--- config.mk ---
export PLATFORM = sky130hd
export DESIGN_NAME = riscv_checkpoint_monitor_flat
export DESIGN_NICKNAME = d
export VERILOG_FILES = /design/src/rtl/riscv_checkpoint_monitor_if.sv /design/src/rtl/riscv_checkpoint_monitor.sv /design/src/flat_wrapper.sv
export SDC_FILE = /design/constraint.sdc
export NUM_CORES = 2
export LEC_CHECK = 0
export CAP_MARGIN = 20
export CELL_PAD_IN_SITES_DETAIL_PLACEMENT = 0
export CELL_PAD_IN_SITES_GLOBAL_PLACEMENT = 1
export CORE_ASPECT_RATIO = 1.1
export CORE_MARGIN = 5
export CORE_UTILIZATION = 45
export DETAILED_ROUTE_END_ITERATION = 10
export DONT_BUFFER_PORTS = 1
export PLACE_DENSITY_LB_ADDON = 0.1
export SLEW_MARGIN = 20
export SYNTH_ARGS = -nofsm -noshare
export SYNTH_HDL_FRONTEND = slang
export SYNTH_SLANG_ARGS = --single-unit
--- constraint.sdc ---
create_clock -name CLK -period 11.4 [get_ports CLK]
set_clock_uncertainty 0.2 [all_clocks]
set_input_delay 2.28 -clock CLK [delete_from_list [all_inputs] [get_ports CLK]]
set_output_delay 2.28 -clock CLK [all_outputs]
set_load 0.01 [all_outputs]
--- src/rtl/riscv_checkpoint_monitor_if.sv ---
// Signal bundle between a RISC-V core test harness and the checkpoint monitor.
// The harness (master) loads the checkpoint table, arms a run and presents the
// observed core state. The monitor (slave) reports run status and diagnostics.
interface riscv_checkpoint_monitor_if #(
  parameter int DWIDTH = 32,
  parameter int IDX_W  = 5
);
  // Checkpoint table write port
  logic              LD_EN;
  logic [IDX_W-1:0]  LD_IDX;
  logic [31:0]       LD_NINST;
  logic [DWIDTH-1:0] LD_ANS;
  // Run control
  logic              START;
  logic [IDX_W:0]    NUM_VALID;
  // Observed core state
  logic [31:0]       NUM_INST;
  logic [DWIDTH-1:0] OUTPUT_PORT;
  logic              HALT;
  // Status and diagnostics
  logic              BUSY;
  logic              PASS;
  logic              FAIL;
  logic              TIMEOUT;
  logic [IDX_W-1:0]  FAIL_IDX;
  logic [DWIDTH-1:0] FAIL_VAL;
  logic [31:0]       CYCLE;
  logic [IDX_W:0]    CHK_DONE;

  modport master (
    output LD_EN, LD_IDX, LD_NINST, LD_ANS, START, NUM_VALID,
           NUM_INST, OUTPUT_PORT, HALT,
    input  BUSY, PASS, FAIL, TIMEOUT, FAIL_IDX, FAIL_VAL, CYCLE, CHK_DONE
  );

  modport slave (
    input  LD_EN, LD_IDX, LD_NINST, LD_ANS, START, NUM_VALID,
           NUM_INST, OUTPUT_PORT, HALT,
    output BUSY, PASS, FAIL, TIMEOUT, FAIL_IDX, FAIL_VAL, CYCLE, CHK_DONE
  );
endinterface

--- src/rtl/riscv_checkpoint_monitor.sv ---
// Checkpoint monitor for a RISC-V core under test. A table of
// {instruction count, expected output} pairs is walked in index order while
// the core runs; each entry is checked when the retired instruction count
// reaches it. The run ends in PASS on HALT with all entries matched, in FAIL on
// a mismatch, a skipped checkpoint or an early HALT, or in TIMEOUT when the
// optional watchdog expires.
// Build option: define CHK_WATCHDOG_EN to compile the TIMEOUT_CYC watchdog.
module riscv_checkpoint_monitor #(
  parameter int DWIDTH      = 32,
  parameter int NUM_CHK     = 32,
  parameter int IDX_W       = 5,
  parameter int TIMEOUT_CYC = 1000000
) (
  input logic                    CLK,
  input logic                    RSTn,
  riscv_checkpoint_monitor_if.slave bus
);

  localparam int PW = IDX_W + 1;

  typedef enum logic [2:0] {IDLE, RUN, S_PASS, S_FAIL, S_TMO} state_e;

  state_e            state_q, state_d;
  logic [PW-1:0]     ptr_q, ptr_d;
  logic [PW-1:0]     nvalid_q, nvalid_d;
  logic [31:0]       cycle_q, cycle_d;
  logic [IDX_W-1:0]  fail_idx_q, fail_idx_d;
  logic [DWIDTH-1:0] fail_val_q, fail_val_d;
  logic              busy_q, pass_q, fail_q, tmo_q;

  logic [31:0]       tbl_ninst [NUM_CHK];
  logic [DWIDTH-1:0] tbl_ans   [NUM_CHK];

  logic [IDX_W-1:0]  ptr_idx;
  logic [31:0]       cur_ninst;
  logic [DWIDTH-1:0] cur_ans;
  logic              chk_active, at_chk, hit, bad, tmo_hit;
  logic [PW-1:0]     ptr_adv, nvalid_clamp;

  assign ptr_idx   = ptr_q[IDX_W-1:0];
  assign cur_ninst = tbl_ninst[ptr_idx];
  assign cur_ans   = tbl_ans[ptr_idx];

  // A checkpoint is evaluated only while entries remain; reaching its count
  // compares the output, overshooting it means the checkpoint was skipped.
  assign chk_active   = (ptr_q < nvalid_q);
  assign at_chk       = chk_active && (bus.NUM_INST == cur_ninst);
  assign hit          = at_chk && (bus.OUTPUT_PORT == cur_ans);
  assign bad          = (at_chk && (bus.OUTPUT_PORT != cur_ans)) ||
                        (chk_active && (bus.NUM_INST > cur_ninst));
  assign ptr_adv      = hit ? ptr_q + PW'(1) : ptr_q;
  assign nvalid_clamp = (bus.NUM_VALID > PW'(NUM_CHK)) ? PW'(NUM_CHK) : bus.NUM_VALID;

`ifdef CHK_WATCHDOG_EN
  assign tmo_hit = (cycle_q == 32'(TIMEOUT_CYC - 1));
`else
  // Watchdog compiled out: TIMEOUT_CYC is kept only so both builds share one
  // parameter list.
  logic unused_timeout_cyc;
  assign unused_timeout_cyc = (TIMEOUT_CYC != 0);
  assign tmo_hit = 1'b0;
`endif

  // Table write port, blocked while a run is walking the table.
  // NOTE: the table has no reset on purpose; a reset must not wipe a loaded
  // test program's checkpoints, and resetting an array forbids RAM mapping.
  always_ff @(posedge CLK) begin
    if (bus.LD_EN && (state_q != RUN) && (int'(bus.LD_IDX) < NUM_CHK)) begin
      tbl_ninst[bus.LD_IDX] <= bus.LD_NINST;
      tbl_ans[bus.LD_IDX]   <= bus.LD_ANS;
    end
  end

  // Next-state logic: arm, checkpoint walk and run termination with
  // priority mismatch/skip > timeout > HALT.
  // NOTE: every _d gets a default before the case so no path can leave one
  // unassigned and infer a latch.
  always_comb begin
    state_d    = state_q;
    ptr_d      = ptr_q;
    nvalid_d   = nvalid_q;
    cycle_d    = cycle_q;
    fail_idx_d = fail_idx_q;
    fail_val_d = fail_val_q;
    case (state_q)
      RUN: begin
        cycle_d = (cycle_q == '1) ? cycle_q : cycle_q + 32'd1;
        if (bad) begin
          state_d    = S_FAIL;
          fail_idx_d = ptr_idx;
          fail_val_d = bus.OUTPUT_PORT;
        end else begin
          ptr_d = ptr_adv;
          if (tmo_hit) begin
            state_d = S_TMO;
          end else if (bus.HALT) begin
            if (ptr_adv == nvalid_q) begin
              state_d = S_PASS;
            end else begin
              state_d    = S_FAIL;
              fail_idx_d = ptr_adv[IDX_W-1:0];
              fail_val_d = bus.OUTPUT_PORT;
            end
          end
        end
      end
      default: begin
        if (bus.START) begin
          state_d    = RUN;
          nvalid_d   = nvalid_clamp;
          ptr_d      = '0;
          cycle_d    = '0;
          fail_idx_d = '0;
          fail_val_d = '0;
        end
      end
    endcase
  end

  // State and registered status flags; synchronous active-low reset.
  // NOTE: sequential state uses non-blocking assignments only, so every
  // register samples the pre-edge values computed above.
  always_ff @(posedge CLK) begin
    if (!RSTn) begin
      state_q    <= IDLE;
      ptr_q      <= '0;
      nvalid_q   <= '0;
      cycle_q    <= '0;
      fail_idx_q <= '0;
      fail_val_q <= '0;
      busy_q     <= 1'b0;
      pass_q     <= 1'b0;
      fail_q     <= 1'b0;
      tmo_q      <= 1'b0;
    end else begin
      state_q    <= state_d;
      ptr_q      <= ptr_d;
      nvalid_q   <= nvalid_d;
      cycle_q    <= cycle_d;
      fail_idx_q <= fail_idx_d;
      fail_val_q <= fail_val_d;
      busy_q     <= (state_d == RUN);
      pass_q     <= (state_d == S_PASS);
      fail_q     <= (state_d == S_FAIL);
      tmo_q      <= (state_d == S_TMO);
    end
  end

  assign bus.BUSY     = busy_q;
  assign bus.PASS     = pass_q;
  assign bus.FAIL     = fail_q;
  assign bus.TIMEOUT  = tmo_q;
  assign bus.FAIL_IDX = fail_idx_q;
  assign bus.FAIL_VAL = fail_val_q;
  assign bus.CYCLE    = cycle_q;
  assign bus.CHK_DONE = ptr_q;

endmodule
--- src/flat_wrapper.sv ---
// flat-port wrapper written by rule: the top's interface ports become plain ports
module riscv_checkpoint_monitor_flat 
#(
  parameter int DWIDTH      = 32,
  parameter int NUM_CHK     = 32,
  parameter int IDX_W       = 5,
  parameter int TIMEOUT_CYC = 1000000
)
  (CLK, RSTn, bus_LD_EN, bus_LD_IDX, bus_LD_NINST, bus_LD_ANS, bus_START, bus_NUM_VALID, bus_NUM_INST, bus_OUTPUT_PORT, bus_HALT, bus_BUSY, bus_PASS, bus_FAIL, bus_TIMEOUT, bus_FAIL_IDX, bus_FAIL_VAL, bus_CYCLE, bus_CHK_DONE);
  riscv_checkpoint_monitor_if #(.DWIDTH(DWIDTH), .IDX_W(IDX_W)) bus_i ();
  input logic CLK;
  input logic RSTn;
  input wire logic [$bits(bus_i.LD_EN)-1:0] bus_LD_EN;
  input wire logic [$bits(bus_i.LD_IDX)-1:0] bus_LD_IDX;
  input wire logic [$bits(bus_i.LD_NINST)-1:0] bus_LD_NINST;
  input wire logic [$bits(bus_i.LD_ANS)-1:0] bus_LD_ANS;
  input wire logic [$bits(bus_i.START)-1:0] bus_START;
  input wire logic [$bits(bus_i.NUM_VALID)-1:0] bus_NUM_VALID;
  input wire logic [$bits(bus_i.NUM_INST)-1:0] bus_NUM_INST;
  input wire logic [$bits(bus_i.OUTPUT_PORT)-1:0] bus_OUTPUT_PORT;
  input wire logic [$bits(bus_i.HALT)-1:0] bus_HALT;
  output wire logic [$bits(bus_i.BUSY)-1:0] bus_BUSY;
  output wire logic [$bits(bus_i.PASS)-1:0] bus_PASS;
  output wire logic [$bits(bus_i.FAIL)-1:0] bus_FAIL;
  output wire logic [$bits(bus_i.TIMEOUT)-1:0] bus_TIMEOUT;
  output wire logic [$bits(bus_i.FAIL_IDX)-1:0] bus_FAIL_IDX;
  output wire logic [$bits(bus_i.FAIL_VAL)-1:0] bus_FAIL_VAL;
  output wire logic [$bits(bus_i.CYCLE)-1:0] bus_CYCLE;
  output wire logic [$bits(bus_i.CHK_DONE)-1:0] bus_CHK_DONE;
  assign bus_i.LD_EN = bus_LD_EN;
  assign bus_i.LD_IDX = bus_LD_IDX;
  assign bus_i.LD_NINST = bus_LD_NINST;
  assign bus_i.LD_ANS = bus_LD_ANS;
  assign bus_i.START = bus_START;
  assign bus_i.NUM_VALID = bus_NUM_VALID;
  assign bus_i.NUM_INST = bus_NUM_INST;
  assign bus_i.OUTPUT_PORT = bus_OUTPUT_PORT;
  assign bus_i.HALT = bus_HALT;
  assign bus_BUSY = bus_i.BUSY;
  assign bus_PASS = bus_i.PASS;
  assign bus_FAIL = bus_i.FAIL;
  assign bus_TIMEOUT = bus_i.TIMEOUT;
  assign bus_FAIL_IDX = bus_i.FAIL_IDX;
  assign bus_FAIL_VAL = bus_i.FAIL_VAL;
  assign bus_CYCLE = bus_i.CYCLE;
  assign bus_CHK_DONE = bus_i.CHK_DONE;
  riscv_checkpoint_monitor #(.DWIDTH(DWIDTH), .NUM_CHK(NUM_CHK), .IDX_W(IDX_W), .TIMEOUT_CYC(TIMEOUT_CYC)) u_core (.CLK(CLK), .RSTn(RSTn), .bus(bus_i));
endmodule
**After elaboration in Yosys (flattened, before gate mapping)**

Memory sizes are Yosys's and may differ from the RTL's. A register that Yosys moved wholly into a read port is not among the register bits.
Cells that the tools add are included.

- Bits in registers: 88
- Bits in writable memories: 2048
- Input bits: 144
- Output and inout port bits: 79
- Logic and storage cells: 72
- Memories: 2

- Add/subtract/negate cells: 2
- Magnitude comparators: 3
- Eq/ne operators: 15
- Mux-type cells: 28
- Bitwise logic cells: 1
- Reduce and logical (&&, ||, !) cells: 11

Memory list:

| memory | depth | width | rd ports | clocked after Yosys merged registers in | wr ports | RTL line | source |
|---|---|---|---|---|---|---|---|
| u_core.tbl_ans | 32 | 32 | 1 | 1 | 1 | riscv_checkpoint_monitor.sv:32 | `logic [DWIDTH-1:0] tbl_ans [NUM_CHK];` |
| u_core.tbl_ninst | 32 | 32 | 1 | 1 | 1 | riscv_checkpoint_monitor.sv:31 | `logic [31:0] tbl_ninst [NUM_CHK];` |

Operator list:

| cell | number |
|---|---|
| 32-bit 2-to-1 mux | 7 |
| 32-bit equality test | 2 |
| 5-bit 2-to-1 mux | 9 |
| 32-bit by 1-bit adder with 32-bit output, second input constant | 1 |
| 32-bit equality test, second input constant | 1 |
| 32-bit greater-than comparator | 1 |
| 32-bit inequality test | 1 |
| 6-bit 2-to-1 mux | 5 |
| 3-bit 2-to-1 mux | 4 |
| 6-bit by 1-bit adder with 6-bit output, second input constant | 1 |
| 3-bit by 1-bit equality test with 1-bit output, second input constant | 2 |
| 3-bit by 2-bit equality test with 1-bit output, second input constant | 2 |
| 6-bit equality test | 1 |
| 6-bit greater-than comparator, second input constant | 1 |
| 6-bit less-than comparator | 1 |
| 3-bit by 2-bit inequality test with 1-bit output, second input constant | 2 |
| 2-bit AND reduction | 3 |
| 1-bit logical AND | 5 |
| 2-bit inequality test, second input constant | 2 |
| 3-bit equality test, second input constant | 1 |
| 1-bit 2-to-1 mux | 3 |
| 3-bit by 1-bit inequality test with 1-bit output, second input constant | 1 |
| 3-bit AND reduction | 1 |
| 2-bit nonzero test | 1 |
| 2 further kinds | 2 |

**Logic depth before layout (Yosys ltp)**

- Word-level depth: 10
- Mapped depth: 28
- Depth with buffers taken out: 18

**Least setup slack after synthesis**

Ideal clock, no wire load.

- Path kind: reg-to-reg
- Start: reg with a tool-made name
- End: reg u_core.fail_idx_q[3] (netlist: u_core.bus.FAIL_IDX[3])
- Library setup time: 0.117 ns
- Arrival time: 7.251 ns
- Required time: 11.083 ns
- Slack: 3.832 ns
- Cell stages (with the launch flop): 26
- Clock period less this slack: 7.568 ns
- Cells stage by stage: dfxtp_1 buf_4 buf_4 buf_6 buf_2 clkbuf_1 clkbuf_1 buf_1 mux4_2 mux4_2 mux2i_1 ha_1 nand4_1 or3_1 or3_1 a2111oi_0 nand2_1 nor4_1 nand4bb_1 nor4_4 mux2_1 o211a_1 a32o_1 buf_4 and2_1 a22o_1

RTL lines:

| what | RTL line | source |
|---|---|---|
| end signal, assigned | riscv_checkpoint_monitor.sv:140 | `fail_idx_q <= fail_idx_d;` |
| end, declared | riscv_checkpoint_monitor.sv:27 | `logic [IDX_W-1:0] fail_idx_q, fail_idx_d;` |

==> metrics.md <==
| Metric | Value |
|---|---|
| Synth top area cells | `edfxtp_1, mux4_2, mux2i_1, dfxtp_1, a22oi_1` |
| Nets@finish | `about 4.3k` |
| DP Area | `86700 um^2` |
| Critical path arrival | `8.75 ns` |
| R2r setup slk | `3.20 ns` |
| Worst-Skew Late Latency | `0.85 ns` |
| Setup TNS | `0 ns` |
| Initial Util | `0.453` |
| CP endpoint kind | `flip-flop` |
| Fin area | `93700 um^2` |
| Clock root buffer | `clkbuf_16` |
| I/O pin count | `~220` |
| Hold Startpoint | `u_core.nvalid_q[5]$_SDFFE_PN0P_` |
| GRT busiest layer | `met2` |
| Post-synthesis sequential element count | `about 2.1k` |
| Core region area | `184000 um^2` |
| Least-Margin Pin Slew | `1.16 ns` |
| Share of cells above drive strength 1 | `0.222` |
| Dpl hpwl | `about 130000 um` |
| Max FO, Critical Path | `39` |
| Die W | `421 um` |
| Shortest period the worst path allows | `around 8.2 ns` |
| Leak pwr | `28.5 nW` |
| Worst Hold Class | `flip-flop to flip-flop` |
| Post-synthesis adder-cell area fraction | `0.00585` |
| CTS buffer count | `216` |
| Starting DRC count in detailed routing | `slightly above 4k` |
| Port bufs | `0` |
| Hold buffers post-CTS | `0` |
| Period utilization | `0.720` |
| Syn avg cell area | `20.9 um^2` |
| Num Clock Sinks | `2141` |
| Final setup fails | `0` |
| Initial antenna violation count | `23` |
| Pin count of the biggest net entering global routing | `123` |
| GPL Wtd Cong | `0.763` |
| Hold WS | `0.287 ns` |
| Largest family of logic cells by synthesized area | `multiplexers` |
| Synth Area in Compound Gates | `0.0276` |
| Fin. max-slew vios | `0` |
| Final Routed Wirelength | `about 240000 um` |
| Grt met3 use | `0.0518` |
| Post-Synth XOR/XNOR Area | `0.00672` |
| Count leader, synth | `edfxtp_1` |
| Slew headroom | `0.224` |
| RSZ-0062 raised after global routing | `no` |
| Area leader, netlist | `edfxtp_1` |
| EDFF count, synth | `2048` |
| Max-cap violations | `0` |
| Final ANT Viol Nets | `0` |
| H-tree depth | `4` |
| Max Clock Freq | `122 MHz` |
| Via count | `41.3k` |
| Pre-Repair DR Iteration Count | `6` |
| Post-Synthesis Net Count | `approximately 4.2k` |
| Main synth FF type | `edfxtp_1` |
| Hold Violations, Final | `0` |
| Row count | `around 170` |
| GR Util met1 | `0.345` |
| Post-layout util | `0.509` |
| Hold Path End | `u_core.nvalid_q[5]$_SDFFE_PN0P_` |
| GRT Total Usage | `0.245` |
| First-pass GRT wire length | `approximately 330000 um` |
| CP required | `11.95 ns` |
| Min-Delay Path Depth | `2` |
| Outcome | `finished clean` |
| Postcts setup bufs | `0` |
| Drt wl/cell | `35.3 um` |
| Total grt overflow | `0` |
| Die area | `between 150000 and 200000 um^2` |
| Met2 usage | `0.397` |
| RR Endpoint | `u_core.bus.FAIL_IDX[3]$_SDFFE_PN0P_` |
| Pwr per Cell Area | `169 nW/um^2` |
| TritonCTS clock tree | `done` |
| Die Y | `462 um` |
| Ys Warns | `0` |
| Crit start category | `flip-flop` |
| PostCTS Resize Cnt | `0` |
| Clock buffer depth | `3` |
| FF-to-FF path depth | `19` |
| Post-synth top area share | `0.737` |
| Peak supply drop | `161 uV` |
| Kind of critical path | `flip-flop to flip-flop` |
| DR DRC count | `0` |
| Syn Std Cell Area | `83500 um^2` |
| Clock-pin slew on the worst setup and hold paths | `0.06 ns` |
| Vias in the first global route | `around 41k` |
| Commonest cells in the netlist | `edfxtp_1, mux4_2, mux2i_1` |
| Post-synth cell types | `77` |
| Synth Area in Simple Gates | `0.0266` |
| Ys async rst share | `0` |
| Syn-to-layout area delta | `12.2%` |
| Mapped Cells | `3994` |
| Via density per instance | `6.12` |
| Mux share of post-synthesis cell area | `0.161` |
| Sequential fraction of the synthesis area | `0.759` |
==> critical path: stages (launching register included) <==
cell       delay [ns]
dfxtp_4          0.87
buf_4            0.75
mux4_2           0.59
mux4_2           0.49
mux2i_1          0.37
ha_1             0.21
nand4_1          0.14
or3_1            0.36
or3_1            0.54
a2111oi_2        0.66
nand2_1          0.11
nor4_1           0.21
nand4bb_1        0.19
nor4_4           0.70
mux2_1           0.40
o211a_1          0.17
a32o_1           0.23
buf_4            0.25
and2_1           0.26
a22o_1           0.24
==> where the power goes <==
part | internal, mW | leakage (nW) | total, mW | switching (mW)
clock network | 3.99 | 3.40 | 7.00 | 3.00
logic | 0.0466 | 5.91 | 0.168 | 0.121
registers | 8.67 | 19.2 | 8.68 | 0.0180
total | 12.7 | 28.5 | 15.8 | 3.14
==> worst max-delay path by stage <==
| stage | to | depth (start not counted) |
|---|---|---|
| after floorplan | u_core.bus.FAIL_IDX[3]$_SDFFE_PN0P_ | 25 |
| after global placement | u_core.bus.FAIL_IDX[3]$_SDFFE_PN0P_ | 19 |
| after detailed placement | u_core.bus.FAIL_IDX[4]$_SDFFE_PN0P_ | 19 |
| after CTS | u_core.bus.FAIL_IDX[4]$_SDFFE_PN0P_ | 19 |
| after global routing | u_core.bus.FAIL_IDX[2]$_SDFFE_PN0P_ | 19 |
| final | u_core.bus.FAIL_IDX[3]$_SDFFE_PN0P_ | 19 |
==> cells by family (layout without fill, tap and decap cells) <==
group           after synthesis  in the layout
flops                      2141           2141
mux                         759            759
simple gates                449            449
compound gates              324            324
buf+inv                     218            538
xor+xnor                     64             64
fa+ha+maj                    39             39
other cells                   0             14
==> per-layer routing <==
metal	part of all wire	up-vias
met2	0.48	1429
met1	0.42	22556
met5	0.00038	-
met3	0.073	293
li1	-	17008
met4	0.021	14
==> cell usage in the layout, fill, tap and decap left out, types with 8 or more instances in the layout <==
cell type,n
clkinv_2,37
xor2_1,40
dfxtp_1,88
or3_1,8
and3_1,15
ha_1,39
xnor2_1,24
clkbuf_1,50
nor3_1,16
and2_1,11
inv_6,9
buf_4,115
nor2_4,33
mux2i_1,278
inv_1,11
o21ai_0,33
mux2_2,13
nor2_1,114
a21oi_1,51
diode_2,14
mux4_2,464
clkbuf_8,8
clkbuf_16,218
clkinv_1,53
nand3b_1,9
nor2b_1,15
a22o_1,11
edfxtp_1,2048
nand3_1,69
a22oi_1,148
bufinv_16,19
nor3b_1,8
nand4_1,28
nand2_1,85
a221oi_1,9
a21o_1,12
==> sequential cells by signal (all words and copies together), names as in the netlist, named ones only <==
signal and flops:
u_core.tbl_ans 1024, u_core.tbl_ninst 1024, u_core.bus.CYCLE 32, u_core.bus.FAIL_VAL 32
u_core.bus.CHK_DONE 6, u_core.nvalid_q 6, u_core.bus.FAIL_IDX 5, u_core.state_q 3
u_core.bus.BUSY 1, u_core.bus.FAIL 1, u_core.bus.PASS 1, u_core.bus.TIMEOUT 1
==> per-stage QoR <==
stage	std cells	setup WS [ns]	total power, mW
after floorplan	3994	3.83	8.95
final	6749	3.20	15.8
after global placement	6331	3.21	9.02
after detailed placement	6331	3.11	9.02
after global routing	6738	2.66	16.3
after CTS	6735	3.10	16.0
==> final cells by class <==
type,count,area [um^2]
timing repair buffer,119,943
fill,14701,90500
clock buffer,277,5760
inverter,15,66.3
sequential,2141,63400
antenna,14,35.0
clock inverter,127,1190
multi-input combinational,1635,19300
tap,2421,3030
Power figures use the tool's default switching activity.
